<file path="config.mk">
export PLATFORM = sky130hd
export DESIGN_NAME = fetch_unit
export DESIGN_NICKNAME = d
export VERILOG_FILES = /design/src/rtl/cpu_pkg.sv /design/src/rtl/sync_fifo.sv /design/src/rtl/fetch_unit.sv
export SDC_FILE = /design/constraint.sdc
export NUM_CORES = 1
export LEC_CHECK = 0
export BUFFER_PORTS_ARGS = -buffer_cell sky130_fd_sc_hd__buf_4
export CAP_MARGIN = 15
export CORE_ASPECT_RATIO = 0.5
export CORE_MARGIN = 2
export CORE_UTILIZATION = 28
export CTS_CLUSTER_SIZE = 8
export DETAILED_ROUTE_END_ITERATION = 7
export PLACE_DENSITY = 0.53
export SLEW_MARGIN = 15
export SYNTH_ARGS = -nofsm -noshare
export SYNTH_HDL_FRONTEND = slang
export SYNTH_SLANG_ARGS = --single-unit
</file>
<file path="constraint.sdc">
create_clock -name clk -period 7.65 [get_ports clk]
set_input_delay 1.53 -clock clk [delete_from_list [all_inputs] [get_ports clk]]
set_output_delay 1.53 -clock clk [all_outputs]
set_load 0.005 [all_outputs]
</file>
<file path="src/rtl/cpu_pkg.sv">
`default_nettype none
// ============================================================================
// Module      : cpu_pkg
// Description : Shared widths and the prefetch entry type for the CPU front end.
// Revision    : 1.0 - initial release
// ============================================================================
package cpu_pkg;

  localparam int INSTR_W = 32;
  localparam int ADDR_W  = 64;
  localparam logic [ADDR_W-1:0] PC_INC = 64'h4;

  typedef struct packed {
    logic [ADDR_W-1:0]  addr;
    logic [INSTR_W-1:0] instr;
  } fetch_entry_t;

endpackage
`default_nettype wire

</file>
<file path="src/rtl/sync_fifo.sv">
`default_nettype none
// ============================================================================
// Module      : sync_fifo
// Description : Single-clock FIFO with synchronous clear and occupancy count.
// Revision    : 1.0 - initial release
// ============================================================================
module sync_fifo #(
  parameter int WIDTH = 8,
  parameter int DEPTH = 4
) (
  input  logic                    clk,
  input  logic                    rst,
  input  logic                    clr_i,
  input  logic                    push_i,
  input  logic [WIDTH-1:0]        din_i,
  input  logic                    pop_i,
  output logic [WIDTH-1:0]        dout_o,
  output logic [$clog2(DEPTH):0]  count_o
);

  localparam int AW = (DEPTH > 1) ? $clog2(DEPTH) : 1;
  localparam int CW = $clog2(DEPTH) + 1;
  localparam logic [AW-1:0] LAST = AW'(DEPTH - 1);

  logic [WIDTH-1:0] mem_q [DEPTH];
  logic [AW-1:0]    rd_q, rd_d;
  logic [AW-1:0]    wr_q, wr_d;
  logic [CW-1:0]    count_q, count_d;
  logic             w_do_push, w_do_pop;

  // Pointers wrap explicitly so non-power-of-2 depths work as well.
  always_comb begin
    w_do_push = push_i && (count_q != CW'(DEPTH));
    w_do_pop  = pop_i && (count_q != '0);
    rd_d      = rd_q;
    wr_d      = wr_q;
    count_d   = count_q;
    if (clr_i) begin
      rd_d    = '0;
      wr_d    = '0;
      count_d = '0;
    end else begin
      if (w_do_push) wr_d = (wr_q == LAST) ? '0 : wr_q + AW'(1);
      if (w_do_pop)  rd_d = (rd_q == LAST) ? '0 : rd_q + AW'(1);
      count_d = count_q + CW'(w_do_push) - CW'(w_do_pop);
    end
  end

  always_ff @(posedge clk) begin
    if (rst) begin
      rd_q    <= '0;
      wr_q    <= '0;
      count_q <= '0;
    end else begin
      rd_q    <= rd_d;
      wr_q    <= wr_d;
      count_q <= count_d;
    end
  end

  always_ff @(posedge clk) begin
    if (!rst && !clr_i && w_do_push) mem_q[wr_q] <= din_i;
  end

  assign dout_o  = mem_q[rd_q];
  assign count_o = count_q;

endmodule
`default_nettype wire

</file>
<file path="src/rtl/fetch_unit.sv">
`default_nettype none
// ============================================================================
// Module      : fetch_unit
// Description : Instruction fetch front end: PC, imem credit/squash, prefetch FIFO.
// Revision    : 1.0 - initial release
// ============================================================================
module fetch_unit
  import cpu_pkg::*;
#(
  parameter int                DEPTH    = 4,
  parameter int                MAX_OUT  = 2,
  parameter logic [ADDR_W-1:0] RESET_PC = 64'h0
) (
  input  logic                    clk,
  input  logic                    rst,
  output logic                    imem_req_valid,
  input  logic                    imem_req_ready,
  output logic [ADDR_W-1:0]       imem_req_addr,
  input  logic                    imem_resp_valid,
  input  logic [INSTR_W-1:0]      imem_resp_instr,
  input  logic                    redirect,
  input  logic [ADDR_W-1:0]       redirect_addr,
  input  logic                    stall,
  output logic                    if_valid,
  output logic [INSTR_W-1:0]      if_instr,
  output logic [ADDR_W-1:0]       if_pcaddr,
  output logic [$clog2(DEPTH):0]  buf_count
);

  localparam int CW = $clog2(DEPTH) + 1;
  localparam int OW = $clog2(MAX_OUT) + 1;
  localparam int SW = CW + OW;

  logic [ADDR_W-1:0] fetch_pc_q, fetch_pc_d;
  logic [OW-1:0]     outstanding_q, outstanding_d;
  logic [OW-1:0]     squash_q, squash_d;

  logic              w_credit_ok;
  logic              w_req_fire;
  logic              w_squash_hit;
  logic              w_pf_push;
  logic              w_pf_pop;
  logic [ADDR_W-1:0] w_tag_pc;
  logic [OW-1:0]     w_tag_count;
  logic [CW-1:0]     w_buf_count;
  fetch_entry_t      w_pf_din;
  fetch_entry_t      w_pf_head;

  // Buffered plus in-flight never exceeds DEPTH, so every response has a slot.
  assign w_credit_ok    = (SW'(w_buf_count) + SW'(outstanding_q)) < SW'(DEPTH);
  assign imem_req_valid = !rst && !redirect && w_credit_ok && (outstanding_q < OW'(MAX_OUT));
  assign imem_req_addr  = fetch_pc_q;
  assign w_req_fire     = imem_req_valid && imem_req_ready;

  assign w_squash_hit = imem_resp_valid && (squash_q != '0);
  assign w_pf_push    = imem_resp_valid && !w_squash_hit && !redirect;
  assign w_pf_pop     = if_valid && !stall && !redirect;
  assign w_pf_din     = '{addr: w_tag_pc, instr: imem_resp_instr};

  assign if_valid  = (w_buf_count != '0);
  assign if_instr  = if_valid ? w_pf_head.instr : '0;
  assign if_pcaddr = if_valid ? w_pf_head.addr  : '0;
  assign buf_count = w_buf_count;

  always_comb begin
    outstanding_d = outstanding_q + OW'(w_req_fire) - OW'(imem_resp_valid);
    fetch_pc_d    = fetch_pc_q;
    squash_d      = squash_q;
    if (redirect) begin
      fetch_pc_d = redirect_addr;
      squash_d   = outstanding_d;
    end else begin
      if (w_req_fire)   fetch_pc_d = fetch_pc_q + PC_INC;
      if (w_squash_hit) squash_d   = squash_q - OW'(1);
    end
  end

  always_ff @(posedge clk) begin
    if (rst) begin
      fetch_pc_q    <= RESET_PC;
      outstanding_q <= '0;
      squash_q      <= '0;
    end else begin
      fetch_pc_q    <= fetch_pc_d;
      outstanding_q <= outstanding_d;
      squash_q      <= squash_d;
    end
  end

  sync_fifo #(
    .WIDTH ($bits(fetch_entry_t)),
    .DEPTH (DEPTH)
  ) u_prefetch_fifo (
    .clk     (clk),
    .rst     (rst),
    .clr_i   (redirect),
    .push_i  (w_pf_push),
    .din_i   (w_pf_din),
    .pop_i   (w_pf_pop),
    .dout_o  (w_pf_head),
    .count_o (w_buf_count)
  );

  // Holds the PC of each in-flight request; squashed responses still pop it.
  sync_fifo #(
    .WIDTH (ADDR_W),
    .DEPTH (MAX_OUT)
  ) u_tag_fifo (
    .clk     (clk),
    .rst     (rst),
    .clr_i   (1'b0),
    .push_i  (w_req_fire),
    .din_i   (fetch_pc_q),
    .pop_i   (imem_resp_valid),
    .dout_o  (w_tag_pc),
    .count_o (w_tag_count)
  );

  a_pf_no_overflow: assert property (@(posedge clk) disable iff (rst)
    !(w_pf_push && (w_buf_count == CW'(DEPTH))));
  a_tag_tracks_credit: assert property (@(posedge clk) disable iff (rst)
    w_tag_count == outstanding_q);
  a_resp_has_request: assert property (@(posedge clk) disable iff (rst)
    !(imem_resp_valid && (outstanding_q == '0)));

endmodule
`default_nettype wire
</file>
Yosys cells after proc, flatten, opt, wreduce, memory -nomap -nowiden
Memories as Yosys holds them, arrays and structs flattened. A register that Yosys moved wholly into a read port is not among the register bits.
Index checks and enable logic that the tools add are counted.
- output and inout port bits: 165
- latch bits: 0
- input bits: 102
- register bits after elaboration: 79
- word-level logic and storage cells: 73
- memories: 2
- memory bits (read-only): 0
- bits in writable memories: 512
- memories (name ; depth ; width ; rd ports ; clocked after Yosys merged registers in ; write ports ; line ; source):
    u_prefetch_fifo.mem_q ; 4 ; 96 ; 1 ; 1 ; 1 ; sync_fifo.sv:25 ; logic [WIDTH-1:0] mem_q [DEPTH];
    u_tag_fifo.mem_q ; 2 ; 64 ; 1 ; 1 ; 1 ; sync_fifo.sv:25 ;
- bitwise operators: 0
- multiplexer cells: 18
- $lt $le $gt $ge: 2
- eq/ne operators: 4
- reductions and logical operators: 25
- $add $sub $neg: 13
- multipliers: 0
- shifts and indexed selects: 0
- div/mod/pow operators: 0
- operators with widths (cell ; number):
    $mux 64 ; 3
    $add 64x3->64 const B ; 1
    $mux 32 ; 1
    $logic_and 1x1->1 ; 15
    $mux 2 ; 6
    $mux 1 ; 8
    $reduce_bool 2->1 ; 4
    $add 2x1->2 ; 2
    $add 2x1->2 const B ; 2
    $add 3x2->4 ; 1
    $eq 2x2->1 const B ; 2
    $logic_not 1->1 ; 4
    $lt 4x3->1 const B ; 1
    $sub 2x1->2 ; 2
    $add 3x1->3 ; 1
    $ne 3x3->1 const B ; 1
    $reduce_bool 3->1 ; 1
    $sub 3x1->3 ; 1
    $add 1x1->1 const B ; 2
    $lt 2x2->1 const B ; 1
    $ne 2x2->1 const B ; 1
    $reduce_or 2->1 ; 1
    $sub 2x1->2 const B ; 1

Logic depth before layout (Yosys ltp)
Gate-level depths: netlist (run 1).
- word-level depth: 9
- mapped depth: 14
- depth with buffers taken out: 12

Modules after synthesis
From an unflattened synthesis (run 1), not the netlist that was laid out.
- cells, all modules: 1401
- area, all modules: 24145.7 sq um
- by module, submodules not included (module ; area an instance (sq um) ; seq. area each (sq um) ; cells an instance ; instances):
    sync_fifo (u_prefetch_fifo) ; 14323.7 ; 11711.2 ; 553 ; 1
    sync_fifo (u_tag_fifo) ; 5153.7 ; 3943.8 ; 223 ; 1
    fetch_unit ; 4668.2 ; 1361.3 ; 625 ; 1

Least setup slack after synthesis (run 1)
Ideal clock, no wire load.
- path type: input -> register
- from: input port imem_req_ready
- to: memory u_tag_fifo.mem_q[0][0] (netlist bit) (enable)
- data arrival time: 5.638 ns
- data required time: 7.156 ns
- path buffers: 1
- path slack: 1.519 ns
- stages: 6
- setup time: 0.494 ns
- cells stage by stage: or4b_1 nor3_2 inv_1 buf_4 a21oi_1 nor2b_1
- word-level cells in the longest chain between the ends: 5
- ends and longest elaborated chain (item ; line ; source):
    from (decl) ; fetch_unit.sv:17 ; input logic imem_req_ready,
    $logic_and 1x1->1 ; fetch_unit.sv:53 ; assign w_req_fire = imem_req_valid && imem_req_ready;
    $logic_and 1x1->1 ; sync_fifo.sv:33 ; w_do_push = push_i && (count_q != CW'(DEPTH));
    $logic_and 1x1->1 ; sync_fifo.sv:62 ; if (!rst && !clr_i && w_do_push) mem_q[wr_q] <= din_i;
    $mux 1 ; sync_fifo.sv:62 ;
    $mux 1 (implied by the code) ; sync_fifo.sv:62 ;
    to (decl) ; sync_fifo.sv:25 ;
No other way between the ends.

==> results of run 1 <==
cell usage after synthesis, types with 20 or more instances:
cell type and instances:
sky130_fd_sc_hd__clkbuf_1 50, sky130_fd_sc_hd__nand3_1 34, sky130_fd_sc_hd__nand2_1 55, sky130_fd_sc_hd__xnor2_1 23, sky130_fd_sc_hd__edfxtp_1 512, sky130_fd_sc_hd__a21oi_1 42
sky130_fd_sc_hd__nor2_1 70, sky130_fd_sc_hd__mux4_2 96, sky130_fd_sc_hd__nand4_1 25, sky130_fd_sc_hd__and2_1 101, sky130_fd_sc_hd__mux2_2 64, sky130_fd_sc_hd__inv_1 20
sky130_fd_sc_hd__dfxtp_1 82
per-layer routing:
metal | global-route usage | share of wire | up-vias
li1 | - | - | 6103
met1 | 0.166 | 0.41 | 6892
met2 | 0.243 | 0.52 | 228
met3 | 0.0247 | 0.032 | 114
met4 | 0.0515 | 0.033 | 4
met5 | 0 | 0.00035 | -
report_power, final:
part	internal [mW]	switching (mW)
Combinational	0.270	0.321
Clock	2.07	1.33
Sequential	3.67	0.0815
final timing paths:
kind | startpoint | slack (ns) | end | cells after the start
setup reg to reg | u_prefetch_fifo.count_o[1] | 4.06 | u_tag_fifo.mem_q[0][43] | 7
hold / removal | u_prefetch_fifo.rd_q[1] | 0.49 | flip-flop | 2
hold reg to reg | u_prefetch_fifo.rd_q[1] | 0.49 | flip-flop | 2
setup / recovery | flip-flop | 3.00 | if_instr[9] | 4
state kept, by name (all words and copies together) (netlist names), named ones only:
register and cells:
squash_q 2, u_tag_fifo.count_o 2, u_prefetch_fifo.mem_q 384, u_prefetch_fifo.rd_q 2, u_tag_fifo.wr_q 1, u_tag_fifo.rd_q 1, u_prefetch_fifo.wr_q 2, u_tag_fifo.mem_q 128
outstanding_q 2, u_prefetch_fifo.count_o 3, imem_req_addr 64
kinds of logic (layout without fill, tap and decap cells):
group | after synthesis | after routing | synth area share
compound gates | 123 | 123 | 0.0333
xor+xnor | 37 | 37 | 0.0137
fa+ha+maj | 15 | 15 | 0.00824
buf+inv | 91 | 443 | 0.0151
flops | 594 | 594 | 0.718
mux | 171 | 171 | 0.126
other cells | 0 | 1 | 0
simple gates | 367 | 367 | 0.0851
critical path, cell delays in order (launching register included):
cell	delay, ns
sky130_fd_sc_hd__dfxtp_4	1.02
sky130_fd_sc_hd__buf_4	0.63
sky130_fd_sc_hd__mux4_2	0.38
sky130_fd_sc_hd__and2_1	0.23
sky130_fd_sc_hd__buf_4	0.16
final cells by class:
cell class              count  share of cell area
clock inverters             6             0.00400
inverters                  21             0.00272
well taps                1116              0.0474
flip-flops and latches    594               0.578
diodes                      1           0.0000850
repair buffers            283              0.0726
multi-input cells         713               0.216
clock buffers             133              0.0791
cell usage in the layout (no fill, tap or decap), drive strengths merged, types with 42 or more instances in the layout:
master and n:
and2 101, nand2 55, mux4 96, nor2 70
edfxtp 512, a21oi 42, dfxtp 82, mux2 64
clkbuf 133, buf 283
==> report_table.html, run 1 <==
<table>
<tr><th>Metric</th><th>Value</th></tr>
<tr><th colspan="2">Layout</th></tr>
<tr><td>Nets</td><td>1814</td></tr>
<tr><td>Cell area after layout</td><td>0.0294 sq mm</td></tr>
<tr><td>Area taken by flip-flops and latches</td><td>0.0170 sq mm</td></tr>
<tr><td>Area growth from synthesis to layout</td><td>24.3%</td></tr>
<tr><td>Final Util</td><td>0.351</td></tr>
<tr><td>Proportion of layout cells with a drive suffix above 1</td><td>0.323</td></tr>
<tr><td>Multi-input gate area in the final layout</td><td>0.00635 sq mm</td></tr>
<tr><td>Filler cells</td><td>8025</td></tr>
<tr><td>Final standard cell count with taps included and fillers excluded</td><td>2867</td></tr>
<tr><th colspan="2">Critical path</th></tr>
<tr><td>Critical path launch point type</td><td>flip-flop</td></tr>
<tr><td>Crit path max fanout</td><td>61</td></tr>
<tr><td>Required arrival time at the worst endpoint</td><td>6.12 ns</td></tr>
<tr><td>Critical path start-end classification</td><td>reg -&gt; out</td></tr>
<tr><td>Endpoint arrival time on the critical path</td><td>3.12 ns</td></tr>
<tr><td>Crit path capture type</td><td>output pin</td></tr>
<tr><th colspan="2">Hold path</th></tr>
<tr><td>Class of the most critical hold timing path</td><td>reg -&gt; reg</td></tr>
<tr><th colspan="2">Floorplan</th></tr>
<tr><td>X dimension of the die</td><td>415 um</td></tr>
<tr><td>Effective utilization at floorplan</td><td>0.283</td></tr>
<tr><td>Top-Level Pins</td><td>267</td></tr>
<tr><td>Die boundary height</td><td>210 um</td></tr>
<tr><td>Floorplan die area</td><td>0.0871 sq mm</td></tr>
<tr><td>Cell row count</td><td>75</td></tr>
<tr><td>Core box area</td><td>0.0838 sq mm</td></tr>
<tr><th colspan="2">Clock network</th></tr>
<tr><td>Total clock buffers created by CTS</td><td>84</td></tr>
<tr><td>Maximum root-to-sink buffer count</td><td>3</td></tr>
<tr><td>Post-cts resize count</td><td>0</td></tr>
<tr><td>CTS Root Cell</td><td>sky130_fd_sc_hd__clkbuf_16</td></tr>
<tr><td>Clock tree from TritonCTS</td><td>done</td></tr>
<tr><td>Insertion delay of the later-clocked pin in the worst-skew pair</td><td>0.62 ns</td></tr>
<tr><td># hold bufs at CTS</td><td>0</td></tr>
<tr><td>Number of buffers inserted to repair setup after CTS</td><td>0</td></tr>
<tr><td>Clock Sink Count</td><td>594</td></tr>
<tr><td>Total number of H-tree levels</td><td>3</td></tr>
<tr><td>Clock transition time at the flip-flop clock pins of the worst setup and hold paths</td><td>0.05 ns</td></tr>
<tr><th colspan="2">Run status</th></tr>
<tr><td>Run status</td><td>completed</td></tr>
<tr><th colspan="2">STA</th></tr>
<tr><td>Final count of hold timing violations</td><td>0</td></tr>
<tr><td>Final count of pins violating max slew</td><td>0</td></tr>
<tr><td>Total setup violations reported at the end of the flow</td><td>0</td></tr>
<tr><td>Clock skew</td><td>0.0235 ns</td></tr>
<tr><td>Final total negative setup slack</td><td>0 ns</td></tr>
<tr><td>Period Utilization, post-route</td><td>0.607</td></tr>
<tr><td>Worst slew margin</td><td>0.255</td></tr>
<tr><td>Worst Tran Pin Value</td><td>1.11 ns</td></tr>
<tr><td>Unrepaired setup endpoints after global routing</td><td>false</td></tr>
<tr><td>Post-layout minimum cycle time</td><td>4.65 ns</td></tr>
<tr><td>Max Clock Freq</td><td>215 MHz</td></tr>
<tr><td>Min setup slack post-route</td><td>3.00 ns</td></tr>
<tr><td>Tightest hold margin</td><td>0.493 ns</td></tr>
<tr><th colspan="2">Power</th></tr>
<tr><td>Final Power</td><td>7.75 mW</td></tr>
<tr><td>Leakage component of the power</td><td>9.85 nW</td></tr>
<tr><td>Max VDD drop</td><td>174 uV</td></tr>
<tr><td>Power per standard cell area</td><td>263 mW/mm^2</td></tr>
<tr><th colspan="2">Placed design</th></tr>
<tr><td>Number of cells in the design after placement</td><td>2727</td></tr>
<tr><td>Worst setup slack before clock tree synthesis</td><td>2.88 ns</td></tr>
<tr><td>Area of placed instances</td><td>0.0270 sq mm</td></tr>
<tr><td>Input/output buffers</td><td>266</td></tr>
<tr><td>Routability Congestion</td><td>0.803</td></tr>
<tr><td>DP Wirelength</td><td>38700 um</td></tr>
<tr><th colspan="2">Yosys</th></tr>
<tr><td>Sequential fraction of the synthesis area</td><td>0.718</td></tr>
<tr><td>Instance count of the mapped netlist</td><td>1398</td></tr>
<tr><td>Cell Area, Synth</td><td>0.0237 sq mm</td></tr>
<tr><td>Top post-synthesis cells by area</td><td>sky130_fd_sc_hd__edfxtp_1 (65%), sky130_fd_sc_hd__mux4_2 (9.1%), sky130_fd_sc_hd__dfxtp_1 (6.9%)</td></tr>
<tr><td>Synthesis warning total</td><td>0</td></tr>
<tr><td>Mapped Avg Cell Area</td><td>16.9 sq um</td></tr>
<tr><td>Post-synth top area cell</td><td>sky130_fd_sc_hd__edfxtp_1</td></tr>
<tr><td>Post-synthesis async set-or-reset flop share</td><td>0</td></tr>
<tr><td>Nets in the synthesized netlist</td><td>1515</td></tr>
<tr><td>Number of distinct standard cells referenced by the synthesized netlist</td><td>62</td></tr>
<tr><td>Ys flop type</td><td>sky130_fd_sc_hd__edfxtp_1</td></tr>
<tr><td>#FFs+latches synth</td><td>594</td></tr>
<tr><td>Yosys top cell area share</td><td>0.649</td></tr>
<tr><td>Number of synthesized flops with an enable pin</td><td>512</td></tr>
<tr><th colspan="2">Global route</th></tr>
<tr><td>Global router's overall resource usage</td><td>0.137</td></tr>
<tr><td>Global-route wire length before repair</td><td>88900 um</td></tr>
<tr><td>Number of antenna violations at the first check in global routing</td><td>4</td></tr>
<tr><td>Via count of the first global-routing pass</td><td>13500</td></tr>
<tr><td>Total congestion overflow after global routing</td><td>0</td></tr>
<tr><td>Largest net degree at the start of global routing</td><td>78</td></tr>
<tr><th colspan="2">Detailed routing</th></tr>
<tr><td>DRC marker count from the first detailed-route iteration</td><td>825</td></tr>
<tr><td>Remaining design rule violation count</td><td>0</td></tr>
<tr><td>Average wire length per cell after detail routing</td><td>21.2 um</td></tr>
<tr><td>Via density</td><td>4.65</td></tr>
<tr><td>Total vias in the final route</td><td>13300</td></tr>
<tr><td>Initial DRT Pass Iterations</td><td>5</td></tr>
<tr><td>Wirelength, routed</td><td>60800 um</td></tr>
<tr><td>Number of routed nets with antenna violations</td><td>0</td></tr>
<tr><th colspan="2">Job</th></tr>
<tr><td>Number of max-capacitance violations reported</td><td>0</td></tr>
</table>
Power figures use the tool's default switching activity.
==> run 2: changes to the inputs <==
--- a/config.mk
+++ b/config.mk
@@ -12,7 +12,7 @@
 export CORE_UTILIZATION = 28
 export CTS_CLUSTER_SIZE = 8
 export DETAILED_ROUTE_END_ITERATION = 7
-export PLACE_DENSITY = 0.53
+export PLACE_DENSITY = 0.55
 export SLEW_MARGIN = 15
 export SYNTH_ARGS = -nofsm -noshare
 export SYNTH_HDL_FRONTEND = slang
==> constraint.sdc (replaced) <==
create_clock -name clk -period 4.1 [get_ports clk]
set_input_delay 0.82 -clock clk [delete_from_list [all_inputs] [get_ports clk]]
set_output_delay 0.82 -clock clk [all_outputs]
set_load 0.005 [all_outputs]
==> report_table.html, run 2 (same netlist as run 1, synthesis figures left out) <==
<table>
<tr><th>Metric</th><th>Value</th></tr>
<tr><th colspan="2">Run status</th></tr>
<tr><td>Run status</td><td>completed</td></tr>
<tr><th colspan="2">Global route</th></tr>
<tr><td>Largest net degree at the start of global routing</td><td>68</td></tr>
<tr><td>Global-route wire length before repair</td><td>90100 um</td></tr>
<tr><td>Total congestion overflow after global routing</td><td>0</td></tr>
<tr><td>Via count of the first global-routing pass</td><td>13600</td></tr>
<tr><td>Number of antenna violations at the first check in global routing</td><td>6</td></tr>
<tr><td>Global router's overall resource usage</td><td>0.138</td></tr>
<tr><th colspan="2">Placed design</th></tr>
<tr><td>DP Wirelength</td><td>39000 um</td></tr>
<tr><td>Input/output buffers</td><td>266</td></tr>
<tr><td>Number of cells in the design after placement</td><td>2744</td></tr>
<tr><td>Routability Congestion</td><td>0.860</td></tr>
<tr><th colspan="2">Detailed routing</th></tr>
<tr><td>Wirelength, routed</td><td>61100 um</td></tr>
<tr><td>Initial DRT Pass Iterations</td><td>5</td></tr>
<tr><td>Remaining design rule violation count</td><td>0</td></tr>
<tr><td>Average wire length per cell after detail routing</td><td>21.2 um</td></tr>
<tr><td>Total vias in the final route</td><td>13500</td></tr>
<tr><td>DRC marker count from the first detailed-route iteration</td><td>862</td></tr>
<tr><td>Number of routed nets with antenna violations</td><td>0</td></tr>
<tr><td>Via density</td><td>4.66</td></tr>
<tr><th colspan="2">Power</th></tr>
<tr><td>Power per standard cell area</td><td>485 mW/mm^2</td></tr>
<tr><td>Final Power</td><td>14.4 mW</td></tr>
<tr><td>Max VDD drop</td><td>274 uV</td></tr>
<tr><td>Leakage component of the power</td><td>9.96 nW</td></tr>
<tr><th colspan="2">Clock network</th></tr>
<tr><td>Clock Sink Count</td><td>594</td></tr>
<tr><td>Clock tree from TritonCTS</td><td>done</td></tr>
<tr><td>Total clock buffers created by CTS</td><td>84</td></tr>
<tr><td>Insertion delay of the later-clocked pin in the worst-skew pair</td><td>0.61 ns</td></tr>
<tr><td>Number of buffers inserted to repair setup after CTS</td><td>0</td></tr>
<tr><td>Maximum root-to-sink buffer count</td><td>3</td></tr>
<tr><td># hold bufs at CTS</td><td>0</td></tr>
<tr><td>Clock transition time at the flip-flop clock pins of the worst setup and hold paths</td><td>0.05 ns</td></tr>
<tr><td>Post-cts resize count</td><td>0</td></tr>
<tr><td>CTS Root Cell</td><td>sky130_fd_sc_hd__clkbuf_16</td></tr>
<tr><td>Total number of H-tree levels</td><td>3</td></tr>
<tr><th colspan="2">Critical path</th></tr>
<tr><td>Endpoint arrival time on the critical path</td><td>2.58 ns</td></tr>
<tr><td>Required arrival time at the worst endpoint</td><td>3.28 ns</td></tr>
<tr><td>Crit path max fanout</td><td>39</td></tr>
<tr><td>Crit path capture type</td><td>output pin</td></tr>
<tr><td>Critical path start-end classification</td><td>reg -&gt; out</td></tr>
<tr><td>Critical path launch point type</td><td>flip-flop</td></tr>
<tr><th colspan="2">Floorplan</th></tr>
<tr><td>X dimension of the die</td><td>415 um</td></tr>
<tr><td>Floorplan die area</td><td>0.0871 sq mm</td></tr>
<tr><td>Core box area</td><td>0.0838 sq mm</td></tr>
<tr><td>Cell row count</td><td>75</td></tr>
<tr><td>Die boundary height</td><td>210 um</td></tr>
<tr><td>Effective utilization at floorplan</td><td>0.283</td></tr>
<tr><td>Top-Level Pins</td><td>267</td></tr>
<tr><th colspan="2">Layout</th></tr>
<tr><td>Commonest cells after routing, fill and taps aside</td><td>sky130_fd_sc_hd__edfxtp_1 (512), sky130_fd_sc_hd__buf_4 (286), sky130_fd_sc_hd__and2_1 (100)</td></tr>
<tr><td>Proportion of layout cells with a drive suffix above 1</td><td>0.329</td></tr>
<tr><td>Final standard cell count with taps included and fillers excluded</td><td>2889</td></tr>
<tr><td>Area growth from synthesis to layout</td><td>25.3%</td></tr>
<tr><td>Nets</td><td>1831</td></tr>
<tr><td>Leading cell type in the layout, fill and taps excluded</td><td>sky130_fd_sc_hd__edfxtp_1</td></tr>
<tr><td>Reg with most FFs</td><td>u_prefetch_fifo.mem_q</td></tr>
<tr><td>Filler cells</td><td>7986</td></tr>
<tr><td>Largest register FFs</td><td>384</td></tr>
<tr><th colspan="2">STA</th></tr>
<tr><td>Worst Tran Pin Value</td><td>0.807 ns</td></tr>
<tr><td>Clock skew</td><td>0.0236 ns</td></tr>
<tr><td>Worst slew margin</td><td>0.462</td></tr>
<tr><td>Final total negative setup slack</td><td>0 ns</td></tr>
<tr><td>Final count of pins violating max slew</td><td>0</td></tr>
<tr><td>Final count of hold timing violations</td><td>0</td></tr>
<tr><td>Max Clock Freq</td><td>294 MHz</td></tr>
<tr><td>Tightest hold margin</td><td>0.406 ns</td></tr>
<tr><td>Total setup violations reported at the end of the flow</td><td>0</td></tr>
<tr><td>Unrepaired setup endpoints after global routing</td><td>false</td></tr>
<tr><td>Post-layout minimum cycle time</td><td>3.40 ns</td></tr>
<tr><td>Period Utilization, post-route</td><td>0.829</td></tr>
<tr><th colspan="2">Job</th></tr>
<tr><td>Number of max-capacitance violations reported</td><td>0</td></tr>
<tr><th colspan="2">Hold path</th></tr>
<tr><td>Class of the most critical hold timing path</td><td>in -&gt; reg</td></tr>
</table>
[run 2: worst max-delay path, stage by stage, from the launching register on]
cell and delay, ns:
sky130_fd_sc_hd__dfxtp_1 0.38, sky130_fd_sc_hd__nor3_1 0.50, sky130_fd_sc_hd__inv_2 0.32, sky130_fd_sc_hd__buf_4 0.35, sky130_fd_sc_hd__and2_1 0.24, sky130_fd_sc_hd__buf_4 0.14
[run 2: path summary, 6_finish.rpt]
kind                            end  slack, ns  cells after the start                       start
hold reg to reg           flip-flop       0.52                      2             u_tag_fifo.rd_q
setup / recovery       if_instr[16]       0.70                      5  u_prefetch_fifo.count_o[2]
setup reg to reg        squash_q[1]       1.19                     13  u_prefetch_fifo.count_o[1]
hold / removal    imem_req_addr[36]       0.41                      3           redirect_addr[36]
[run 2: through the flow]
| step | util | setup WS, ns | cell area [sq um] |
|---|---|---|---|
| floorplan | - | 0.0654 | 23700 |
| global placement | 0.326 | 0.793 | 27300 |
| detailed placement | 0.326 | 0.783 | 27300 |
| CTS | 0.354 | 0.657 | 29700 |
| global route | 0.354 | 0.584 | 29700 |
| finish | 0.354 | 0.701 | 29700 |
[run 2: routing by layer]
layer	track usage	vias up	wire length, um	share of wire
li1	-	6141	-	-
met1	0.167	6905	24800	0.41
met2	0.241	278	31900	0.52
met3	0.0221	134	1860	0.030
met4	0.0696	0	2620	0.043
met5	0	-	0	0
[run 2: final cells by class]
| cell class | instances | area, sq um | share of cell area |
|---|---|---|---|
| Multi-Input combinational cell | 713 | 6350 | 0.214 |
| Timing Repair Buffer | 300 | 2430 | 0.0818 |
| Sequential cell | 594 | 17000 | 0.573 |
| Clock inverter | 5 | 63.8 | 0.00215 |
| Inverter | 21 | 78.8 | 0.00265 |
| Tap cell | 1116 | 1400 | 0.0470 |
| Clock buffer | 134 | 2330 | 0.0786 |
| Antenna cell | 6 | 15.0 | 0.000506 |
[run 2: report_power, final]
group | leakage, nW | internal [mW] | total [mW] | switching [mW]
Clock | 1.14 | 3.85 | 6.29 | 2.44
Combinational | 3.50 | 0.517 | 1.10 | 0.581
Sequential | 5.32 | 6.85 | 7.02 | 0.166
Total | 9.96 | 11.2 | 14.4 | 3.19
